--- config.mk ---
export PLATFORM = sky130hd
export DESIGN_NAME = spi_param_ctrl
export DESIGN_NICKNAME = d
export VERILOG_FILES = /design/src/rtl/spi_param_ctrl.sv
export SDC_FILE = /design/constraint.sdc
export NUM_CORES = 1
export LEC_CHECK = 0
export CAP_MARGIN = 25
export CORE_MARGIN = 3
export CORE_UTILIZATION = 45
export CTS_BUF_LIST = sky130_fd_sc_hd__clkbuf_2
export DETAILED_ROUTE_END_ITERATION = 12
export MAX_ROUTING_LAYER = met4
export PLACE_DENSITY_LB_ADDON = 0.1
export SETUP_SLACK_MARGIN = 0.02
export SYNTH_ARGS = -nofsm -noshare
export SYNTH_HDL_FRONTEND = slang
export SYNTH_SLANG_ARGS = --single-unit
--- constraint.sdc ---
create_clock -name clk -period 1.69 [get_ports clk]
set_input_delay 0.507 -clock clk [delete_from_list [all_inputs] [get_ports clk]]
set_output_delay 0.507 -clock clk [all_outputs]
set_load 0.05 [all_outputs]
--- src/rtl/spi_param_ctrl.sv ---
// Word-level command sequencer between the SPI word serdes and the parameter memory host port.
// Define SPI_PARAM_CTRL_AUTOINC_EN to step the address after every write and every read fetch.
module spi_param_ctrl #(
  parameter int PARAM_WIDTH = 8,
  parameter int ADDR_WIDTH  = 7,
  parameter int COUNT_WIDTH = 8
) (
  input  logic                   clk,
  input  logic                   rst,
  input  logic                   frame_active,
  input  logic                   rx_valid,
  input  logic [PARAM_WIDTH-1:0] rx_data,
  output logic                   tx_load,
  output logic [PARAM_WIDTH-1:0] tx_data,
  output logic                   mem_we,
  output logic [ADDR_WIDTH-1:0]  mem_waddr,
  output logic [PARAM_WIDTH-1:0] mem_wdata,
  output logic [ADDR_WIDTH-1:0]  mem_raddr,
  input  logic [PARAM_WIDTH-1:0] mem_rdata,
  output logic                   frame_done,
  output logic [COUNT_WIDTH-1:0] word_count,
  output logic                   err_overrun
);

  typedef enum logic [2:0] {
    IDLE,
    CMD,
    WR,
    RD_F0,
    RD_F1,
    RD_F2,
    RD_WAIT
  } state_e;

  localparam logic [COUNT_WIDTH-1:0] CNT_MAX = '1;

  state_e                 state_q, state_d;
  logic [ADDR_WIDTH-1:0]  addr_q, addr_d, addr_next;
  logic [COUNT_WIDTH-1:0] cnt_q, cnt_d;
  logic [COUNT_WIDTH-1:0] word_count_q, word_count_d;
  logic                   we_q, we_d;
  logic [ADDR_WIDTH-1:0]  waddr_q, waddr_d;
  logic [PARAM_WIDTH-1:0] wdata_q, wdata_d;
  logic                   tx_load_q, tx_load_d;
  logic [PARAM_WIDTH-1:0] tx_data_q, tx_data_d;
  logic                   frame_done_q, frame_done_d;
  logic                   err_q, err_d;

`ifdef SPI_PARAM_CTRL_AUTOINC_EN
  assign addr_next = addr_q + 1'b1;
`else
  assign addr_next = addr_q;
`endif

  always_comb begin
    // NOTE: every variable gets a default before any branch, so no path can leave it unassigned and infer a latch.
    state_d      = state_q;
    addr_d       = addr_q;
    cnt_d        = cnt_q;
    word_count_d = word_count_q;
    we_d         = 1'b0;
    waddr_d      = waddr_q;
    wdata_d      = wdata_q;
    tx_load_d    = 1'b0;
    tx_data_d    = tx_data_q;
    frame_done_d = 1'b0;
    err_d        = err_q;

    if (rx_valid && (state_q != IDLE) && (cnt_q != CNT_MAX)) cnt_d = cnt_q + 1'b1;

    case (state_q)
      IDLE: begin
        if (frame_active) begin
          state_d = CMD;
          cnt_d   = '0;
        end
      end
      CMD: begin
        if (rx_valid) begin
          addr_d  = rx_data[ADDR_WIDTH-1:0];
          state_d = rx_data[PARAM_WIDTH-1] ? RD_F0 : WR;
        end
      end
      WR: begin
        if (rx_valid) begin
          we_d    = 1'b1;
          waddr_d = addr_q;
          wdata_d = rx_data;
          addr_d  = addr_next;
        end
      end
      // mem_raddr follows addr_q, so F0 presents the address and F1 sees the data.
      RD_F0: state_d = RD_F1;
      RD_F1: begin
        tx_data_d = mem_rdata;
        tx_load_d = 1'b1;
        state_d   = RD_F2;
      end
      RD_F2: begin
        addr_d  = addr_next;
        state_d = RD_WAIT;
      end
      RD_WAIT: begin
        if (rx_valid) state_d = RD_F0;
      end
      default: state_d = IDLE;
    endcase

    if (rx_valid && ((state_q == RD_F0) || (state_q == RD_F1) || (state_q == RD_F2))) err_d = 1'b1;

    // Frame end wins over everything except a write already issued this cycle.
    if ((state_q != IDLE) && !frame_active) begin
      state_d      = IDLE;
      tx_load_d    = 1'b0;
      frame_done_d = 1'b1;
      word_count_d = cnt_d;
    end
  end

  // NOTE: sequential state uses non-blocking assignments so all registers update from the same pre-edge values.
  always_ff @(posedge clk or posedge rst) begin
    if (rst) begin
      state_q      <= IDLE;
      addr_q       <= '0;
      cnt_q        <= '0;
      word_count_q <= '0;
      we_q         <= 1'b0;
      waddr_q      <= '0;
      wdata_q      <= '0;
      tx_load_q    <= 1'b0;
      tx_data_q    <= '0;
      frame_done_q <= 1'b0;
      err_q        <= 1'b0;
    end else begin
      state_q      <= state_d;
      addr_q       <= addr_d;
      cnt_q        <= cnt_d;
      word_count_q <= word_count_d;
      we_q         <= we_d;
      waddr_q      <= waddr_d;
      wdata_q      <= wdata_d;
      tx_load_q    <= tx_load_d;
      tx_data_q    <= tx_data_d;
      frame_done_q <= frame_done_d;
      err_q        <= err_d;
    end
  end

  assign tx_load     = tx_load_q;
  assign tx_data     = tx_data_q;
  assign mem_we      = we_q;
  assign mem_waddr   = waddr_q;
  assign mem_wdata   = wdata_q;
  assign mem_raddr   = addr_q;
  assign frame_done  = frame_done_q;
  assign word_count  = word_count_q;
  assign err_overrun = err_q;

endmodule

== Word level (Yosys, flattened, before mapping) ==
Cells that the tools add are included.
Operators by class
  equality and inequality tests: 11
  $mul: 0
  reduce and logical (&&, ||, !) cells: 12
  muxes and demuxes: 14
  bitwise logic cells: 0
  shift-type cells: 0
  add/subtract/negate cells: 1
  $lt $le $gt $ge: 0
  div/mod/pow operators: 0
Operators with widths (count)
  8-bit 2-to-1 mux: 3
  3-bit case mux with 7 select lines: 1
  3-bit 2-to-1 mux: 4
  3-bit == test, second input constant: 3
  3-bit != test, second input constant: 3
  8-bit by 1-bit adder with 8-bit output, second input constant: 1
  8-bit != test, second input constant: 1
  3-bit by 2-bit == test with 1-bit output, second input constant: 2
  1-bit 2-to-1 mux: 6
  1-bit logical AND: 4
  2-bit AND reduction: 2
  4-bit AND reduction: 1
  3-bit by 1-bit == test with 1-bit output, second input constant: 1
  3-bit zero test: 1
  3-bit nonzero test: 1
  1-bit logical OR: 2
  2-bit != test, second input constant: 1
  1-bit zero test: 1
Word-level totals
  memory bits (writable): 0
  bits in registers: 53
  input port bits: 20
  word-level logic and storage cells: 49
  output and inout port bits: 42
  latch bits: 0
  memories kept: 0
  bits in read-only memories: 0

== Longest topological paths before layout ==
Gate-level depths: netlist of run 1.
  word-level depth: 6
  depth in mapped cells: 7
  depth with buffers taken out: 5

== Worst setup path before layout of run 1 ==
Ideal clock, no wire load.
  path type: register to register
  from: register cnt_q[0]
  to: register word_count_q[3], in the netlist word_count[3]
  path slack: 0.158 ns
  cell stages (with the launch flop): 6
  period minus slack after synthesis: 1.532 ns
  arrival: 1.404 ns
  data required time: 1.563 ns
  path buffers: 0
  library setup time: 0.127 ns
  path through: dfrtp_1 > ha_1 > and3_2 > a211o_2 > o21ai_0 > o21ai_0
On the way
  cells in the longest elaborated chain, start to end: 5
  elaborated cells on any way between the ends: 6
  those cells by class: 1 x add/sub; 1 x eq/ne; 3 x mux; 1 x reduce/logical
Ends and longest elaborated chain
  start: declaration: line 39  | logic [COUNT_WIDTH-1:0] cnt_q, cnt_d;
  start signal: assignment: line 137  | cnt_q <= cnt_d;
  parallel branches: the longest is 2 deep, another holds 8-bit by 1-bit adder with 8-bit output
  8-bit 2-to-1 mux *: line 69  | if (rx_valid && (state_q != IDLE) && (cnt_q != CNT_MAX)) cnt_d = cnt_q + 1'b1;
  8-bit 2-to-1 mux: line 73  | if (frame_active) begin
  8-bit 2-to-1 mux *: line 71  | case (state_q)
  end signal: assignment: line 138  | word_count_q <= word_count_d;
  end: declaration: line 40  | logic [COUNT_WIDTH-1:0] word_count_q, word_count_d;
Mark *: on every way between the ends.
A chain may end at the register's enable or synchronous reset.

== Worst setup path after layout of run 1 ==
  from: input port rx_valid
  to: register word_count_q[7], in the netlist word_count[7]
On the way
  cells in the longest elaborated chain, start to end: 5
Ends and longest elaborated chain
  start: declaration: line 11  | input logic rx_valid,
  1-bit logical AND * (2 in series): line 69
  8-bit 2-to-1 mux *: line 69
  8-bit 2-to-1 mux: line 73
  8-bit 2-to-1 mux *: line 71
Every way passes the cells marked *; elsewhere a longest branch is shown, timed or not.

==> results.txt, run 1 <==
status: finished clean
RSZ-0062 raised after global routing: true
Final Non-Filler Cells: 309
placed insts: 297
cell area power density: 1680 mW/mm2
Global Route Usage Sum: 19.7%
Initial Utilization: 47.1%
layout cell share with drive strength beyond 1: 46.3%
initial antenna violation count: 0
final hold viol count: 0
Hold-fix buffers, CTS: 0
die area: 0.00589 mm2
CP max FO: 5
Cell variety after synth: 35
most frequent cells in the layout: dfrtp_1, buf_12, mux2_2
port bufs: 61
Setup-failing EPs final: 0
hpwl dp: 4020 um
Antenna diodes: 0
clock transition at the registers of the reported paths: 0.25 ns
Crit Path Category: in2reg
Pleak: 1.50 nW
CTS tree: yes
first-pass GRT wire length: 8820 um
Critical Path AT: 2.01 ns
# Max-Cap Violations: 0
max-slew violations: 0
Final min period: 1.65 ns
Synth warnings: 0
storage element area: 0.00133 mm2
Final Hold Slack: 0.451 ns
DRT Pass-1 Iters: 4
Vias/cell: 5.11
CTS Sinks: 53
num rows: 25
Syn Inst Count: 169
worst-case clock buffer depth: 2
fin crit share: 97.6%
peak supply drop: 1360 uV
Crit. End Element: flip-flop
TritonCTS buffer count: 5
number of global-route vias before repair: 1779
routed via count: 1579
Layout area overhead: 55.7%
DRC: 0
Clk Latency, worst-skew pair: 0.43 ns
num ports: 62
syn nets: 190
DR WL/cell: 17.1 um
Final Wtd Congestion: 0.789
Die Ht: 76.7 um
Synth Register Bits: 53
core box area: 0.00479 mm2
Layout Nets: 262
most common cell after layout, fill and taps aside: dfrtp_1
final setup margin: 0.0411 ns
ANT nets after route: 0
grt ovf: 0
chip width: 76.7 um
largest net degree at the start of global routing: 40
Slew @ Worst Pin: 0.494 ns
Util after Layout: 73.3%
Initial DRC Count: 180
Hold Path Class: in2async
clk root buf: clkbuf_2
Routed WL: 5290 um
crit path launch type: input port
H-tree levels: 2
syn_area_per_cell: 13.3 um2
Setup WS pre-CTS: -0.427 ns
setup skew after layout: 0.0151 ns
required time worst endpoint: 2.05 ns
mapped cell area: 0.00225 mm2
# fillers: 333
area of the multi-input gates: 855 um2
Max-slew headroom: 67.1%
sequential area share after synthesis: 58.9%
Max Fclk: 0.606 GHz
[final timing paths]
kind / from / to / slack [ns] / cells after the start
worst max-delay path: rx_valid / word_count[7]$_DFFE_PP0P_ / 0.04 / 5
worst min-delay path: rst / cnt_q[2]$_DFF_PP0_ / 0.45 / 3
worst max register to register: state_q[2]$_DFFE_PP0P_ / word_count[1]$_DFFE_PP0P_ / 0.07 / 4
worst min register to register: err_overrun$_DFFE_PP0P_ / err_overrun$_DFFE_PP0P_ / 0.58 / 1
min in group clk: err_overrun$_DFFE_PP0P_ / err_overrun$_DFFE_PP0P_ / 0.58 / 1
max in group asynchronous: rst / cnt_q[5]$_DFF_PP0_ / 1.03 / 3
[cells in the mapped netlist]
cell | number | area, um2
dfrtp_1 | 53 | 1330
mux2_2 | 30 | 338
nand2_1 | 14 | 52.6
o21ai_0 | 10 | 50.1
nor2_1 | 8 | 30.0
inv_1 | 7 | 26.3
buf_6 | 3 | 33.8
mux2i_1 | 3 | 30.0
nand3_1 | 3 | 15.0
o21ai_1 | 3 | 15.0
xnor2_1 | 3 | 26.3
a2111oi_4 | 2 | 55.1
a21o_2 | 2 | 17.5
a21oi_1 | 2 | 10.0
and3_2 | 2 | 15.0
buf_4 | 2 | 15.0
nand2b_1 | 2 | 12.5
nor3_1 | 2 | 10.0
nor3_4 | 2 | 32.5
a211o_2 | 1 | 10.0
a211oi_1 | 1 | 7.51
a221oi_1 | 1 | 8.76
and2_1 | 1 | 6.26
and4_2 | 1 | 10.0
buf_2 | 1 | 5.00
clkbuf_1 | 1 | 3.75
clkbuf_2 | 1 | 5.00
ha_1 | 1 | 12.5
nor2b_1 | 1 | 6.26
nor4_1 | 1 | 6.26
nor4b_2 | 1 | 15.0
o21ai_2 | 1 | 8.76
o31ai_4 | 1 | 21.3
or2_2 | 1 | 6.26
xor2_1 | 1 | 8.76
[layer usage]
metal | global-route usage [%] | vias to the layer above | wire length (um)
met1 | 21.0 | 792 | 1930
li1 | - | 729 | -
met2 | 33.4 | 48 | 2850
met4 | 6.70 | 0 | 102
met3 | 7.75 | 10 | 404
met5 | - | - | 0
[report_power, final]
part,switching (mW),internal [mW],total [mW]
logic,1.61,1.61,3.22
clock network,0.380,0.252,0.631
registers,0.418,1.63,2.05
total,2.41,3.49,5.90
[registers in the layout (all words and copies together), names as in the netlist]
register and flops:
cnt_q 8, err_overrun 1, frame_done 1, mem_raddr 7, mem_waddr 7, mem_wdata 8, mem_we 1, state_q 3
tx_data 8, tx_load 1, word_count 8
[layout make-up]
class	instances	share of cell area, %
multi-input combinational	101	24.4
sequential	53	37.9
timing repair buffer	73	32.6
clock buffer	6	0.857
clock inverter	2	0.964
inverter	7	0.857
tap	67	2.39
[stage by stage]
step | TNS [ns] | instance area, um2 | power [mW]
after floorplan | 0 | 2260 | 3.47
after global placement | -11.18 | 3390 | 5.20
after detailed placement | -12.09 | 3390 | 5.30
after CTS | 0 | 3460 | 5.94
after global routing | 0 | 3510 | 6.14
final | 0 | 3510 | 5.90
[logic make-up after synthesis]
kind of cell | share of synthesized area, %
AO/OA/AOI/OAI | 9.06
XOR/XNOR | 1.56
adder cells (fa/ha/maj) | 0.555
buffers and inverters | 3.94
flip-flops | 58.9
multiplexers | 16.3
AND/OR/NAND/NOR | 9.67
[critical path: stages]
cell	delay (ns)
clkdlybuf4s50_1	0.59
inv_1	0.11
nor4b_2	0.35
mux2i_1	0.33
o21ai_1	0.11
[timing repair]
action,in CTS,in global routing
hold endpoints to repair,0,0
buffers inserted,1,3
setup endpoints to repair,2,14
resized for setup,1,7
pin swaps,0,2
(Power assumes the default switching activity.)
==> inputs of run 2 (changes only) <==
CORE_UTILIZATION = 49   (was 45)
SETUP_SLACK_MARGIN = 0.4   (was 0.02)
clock period = 1.7 ns   (was 1.69 ns; I/O delays follow)
==> run 2 against run 1 <==
The run now fails in 5_1_grt. Synthesized area unchanged. Synthesized cell count stayed put.
==> results.txt, run 2 <==
top post-synthesis cells by count: dfrtp_1, mux2_2, nand2_1, o21ai_0, nor2_1
hpwl dp: 4000 um
most common cell in the synthesized netlist: dfrtp_1
dpl cell area: 0.00348 mm2
sequential area share after synthesis: 58.9%
Synth Register Bits: 53
asr flop ratio synth: 100%
grt repair worst endpoint: mem_raddr[6]
port bufs: 61
clk root buf: clkbuf_2
WEP type: top-level output
CTS Sinks: 53
placed insts: 283
Synth warnings: 0
chip width: 73.8 um
Die Ht: 73.8 um
largest net degree at the start of global routing: 22
status: aborted with a tool error
biggest area consumer among synthesized cells: dfrtp_1
Most used DFF post-synth: dfrtp_1
Initial Utilization: 51.4%
Syn Inst Count: 169
num ports: 62
Area contributors post-synth: dfrtp_1, mux2_2, a2111oi_4, nand2_1, o21ai_0
Final Wtd Congestion: 0.854
Cell variety after synth: 35
Setup WS pre-CTS: -0.422 ns
num rows: 24
initial antenna violation count: 3
Post-synth EDFFs: 0
Failed at: 5_1_grt
TritonCTS buffer count: 5
mapped cell area: 0.00225 mm2
syn nets: 190
worst-case clock buffer depth: 2
area share of the largest cell type after synthesis: 58.9%
H-tree levels: 2
First Err: [ERROR DPL-0033] detailed placement checks failed during check placement.
syn_area_per_cell: 13.3 um2
run 2: cell counts after synthesis:
Identical to the previous run, type by type.
run 2: timing repair:
item	in CTS
gates resized for setup	49
pin swaps	15
setup endpoints to repair	91
hold buffers	0
setup buffers	40
cloned	2
run 2: metrics by stage:
step | hold WS, ns | TNS [ns]
3_5_place_dp | 0.540 | -12.77
2_1_floorplan | 0.525 | 0
3_3_place_gp | 0.519 | -11.51
4_1_cts | 0.368 | 0
run 2: cells by family after synthesis:
family          count (synthesis)  synth area share, %
xor+xnor                        4                 1.56
simple gates                   39                 9.67
flops                          53                 58.9
fa+ha+maj                       1                0.555
compound gates                 24                 9.06
buf+inv                        15                 3.94
mux                            33                 16.3
==> inputs of run 3 (changes only) <==
CORE_UTILIZATION = 40   (was 49)
CTS_BUF_LIST = unset   (was sky130_fd_sc_hd__clkbuf_2)
MAX_ROUTING_LAYER = unset   (was met4)
PLACE_DENSITY_LB_ADDON = 0.15   (was 0.1)
SETUP_SLACK_MARGIN = unset   (was 0.4)
==> run 3 against run 2 <==
The run now ends clean.
==> results.txt, run 3 (synthesized netlist as in run 1, its figures left out) <==
Antenna diodes: 0
Final Non-Filler Cells: 311
Pleak: 1.52 nW
status: finished clean
Sw Share: 39.1%
layout cell share with drive strength beyond 1: 44.0%
P_sw: 2.37 mW
num ports: 62
Critical Path AT: 1.76 ns
R2R depth: 5
TritonCTS buffer count: 5
Layout area overhead: 58.0%
Initial Utilization: 42.7%
cell area power density: 1710 mW/mm2
routed via count: 1508
CTS Sinks: 53
Initial DRC Count: 60
Crit Path Category: reg2reg
placed insts: 302
Setup-failing EPs final: 0
CTS tree: yes
clk root buf: clkbuf_8
fin crit share: 92.5%
combinational share of power: 52.3%
Slew @ Worst Pin: 0.454 ns
H-tree levels: 2
worst-case clock buffer depth: 2
Hold Path Class: in2async
Setup TNS: 0 ns
CP max FO: 4
clock transition at the registers of the reported paths: 0.09 ns
hpwl dp: 3780 um
port bufs: 61
most common cell after layout, fill and taps aside: dfrtp_1
DRT Pass-1 Iters: 4
Clk Latency, worst-skew pair: 0.30 ns
number of global-route vias before repair: 1603
Global Route Usage Sum: 15.4%
RSZ-0062 raised after global routing: false
sequential share of power: 33.4%
dpl cell area: 0.00342 mm2
# fillers: 415
largest net degree at the start of global routing: 24
crit path launch type: flip-flop
final hold viol count: 0
die area: 0.00657 mm2
Final min period: 1.57 ns
Max-slew headroom: 69.8%
peak supply drop: 1340 uV
Die Ht: 81.0 um
Max Fclk: 0.636 GHz
DRC: 0
Final Hold Slack: 0.525 ns
first-pass GRT wire length: 7770 um
ANT nets after route: 0
initial antenna violation count: 0
Vias/cell: 4.85
Layout Nets: 261
Pint: 3.70 mW
chip width: 81.0 um
DR WL/cell: 14.9 um
max-slew violations: 0
setup skew after layout: 0.00542 ns
required time worst endpoint: 1.88 ns
core box area: 0.00527 mm2
Clock power frac: 14.3%
num rows: 26
grt ovf: 0
Final Wtd Congestion: 0.858
storage element area: 0.00133 mm2
Routed WL: 4650 um
# Max-Cap Violations: 0
Crit. End Element: flip-flop
Final Cell Area: 0.00356 mm2
Power Total: 6.07 mW
most frequent cells in the layout: dfrtp_1, buf_12, mux2_2
area of the multi-input gates: 848 um2
run 3: area by class of cell:
class	count	area share, %
sequential	53	37.3
tap	70	2.46
clock inverter	1	0.844
multi-input combinational	101	23.8
clock buffer	7	2.43
timing repair buffer	72	32.3
inverter	7	0.844
run 3: layer usage:
layer,part of all wire (%),up-vias,global-route usage (%)
met5,0,-,0
met4,0.60,0,2.53
met3,6.6,4,5.54
met2,53,43,26.8
met1,40,732,18.6
li1,-,729,-
run 3: worst max-delay path, cell delays in order (launching register included):
cell and delay (ns):
dfrtp_1 0.41, ha_1 0.23, and3_4 0.20, a2111oi_4 0.36, xnor2_1 0.18, o21ai_1 0.08
run 3: final timing paths:
path                                         start                         to  slack (ns)
max reg2reg                     cnt_q[0]$_DFF_PP0_  word_count[5]$_DFFE_PP0P_        0.13
max in group asynchronous                      rst         cnt_q[4]$_DFF_PP0_        0.77
max                             cnt_q[0]$_DFF_PP0_  word_count[5]$_DFFE_PP0P_        0.13
min                                            rst   mem_waddr[6]$_DFFE_PP0P_        0.53
min reg2reg                err_overrun$_DFFE_PP0P_    err_overrun$_DFFE_PP0P_        0.53
min in group clk           err_overrun$_DFFE_PP0P_    err_overrun$_DFFE_PP0P_        0.53
run 3: power by group through the flow:
stage / clock network [mW] / registers (mW) / logic (mW)
2_1_floorplan: 0 / 3.00 / 0.450
3_3_place_gp: 0 / 2.03 / 3.15
3_5_place_dp: 0 / 2.06 / 3.20
4_1_cts: 0.890 / 2.04 / 3.20
5_1_grt: 0.935 / 2.07 / 3.30
6_report: 0.866 / 2.03 / 3.18
run 3: what timing repair did:
item / CTS / global route
setup buffers: 0 / 1
gates resized for setup: 2 / 2
hold buffers: 0 / 0
setup endpoints to repair: 5 / 6
pin swaps: 3 / 1
run 3: per-stage QoR:
step           setup slack (ns)  utilization [%]
6_report                  0.127             67.5
5_1_grt                 0.00470             67.5
4_1_cts                  0.0324             67.3
3_5_place_dp             -0.382             65.0
3_3_place_gp             -0.315             65.0
2_1_floorplan             0.168                -
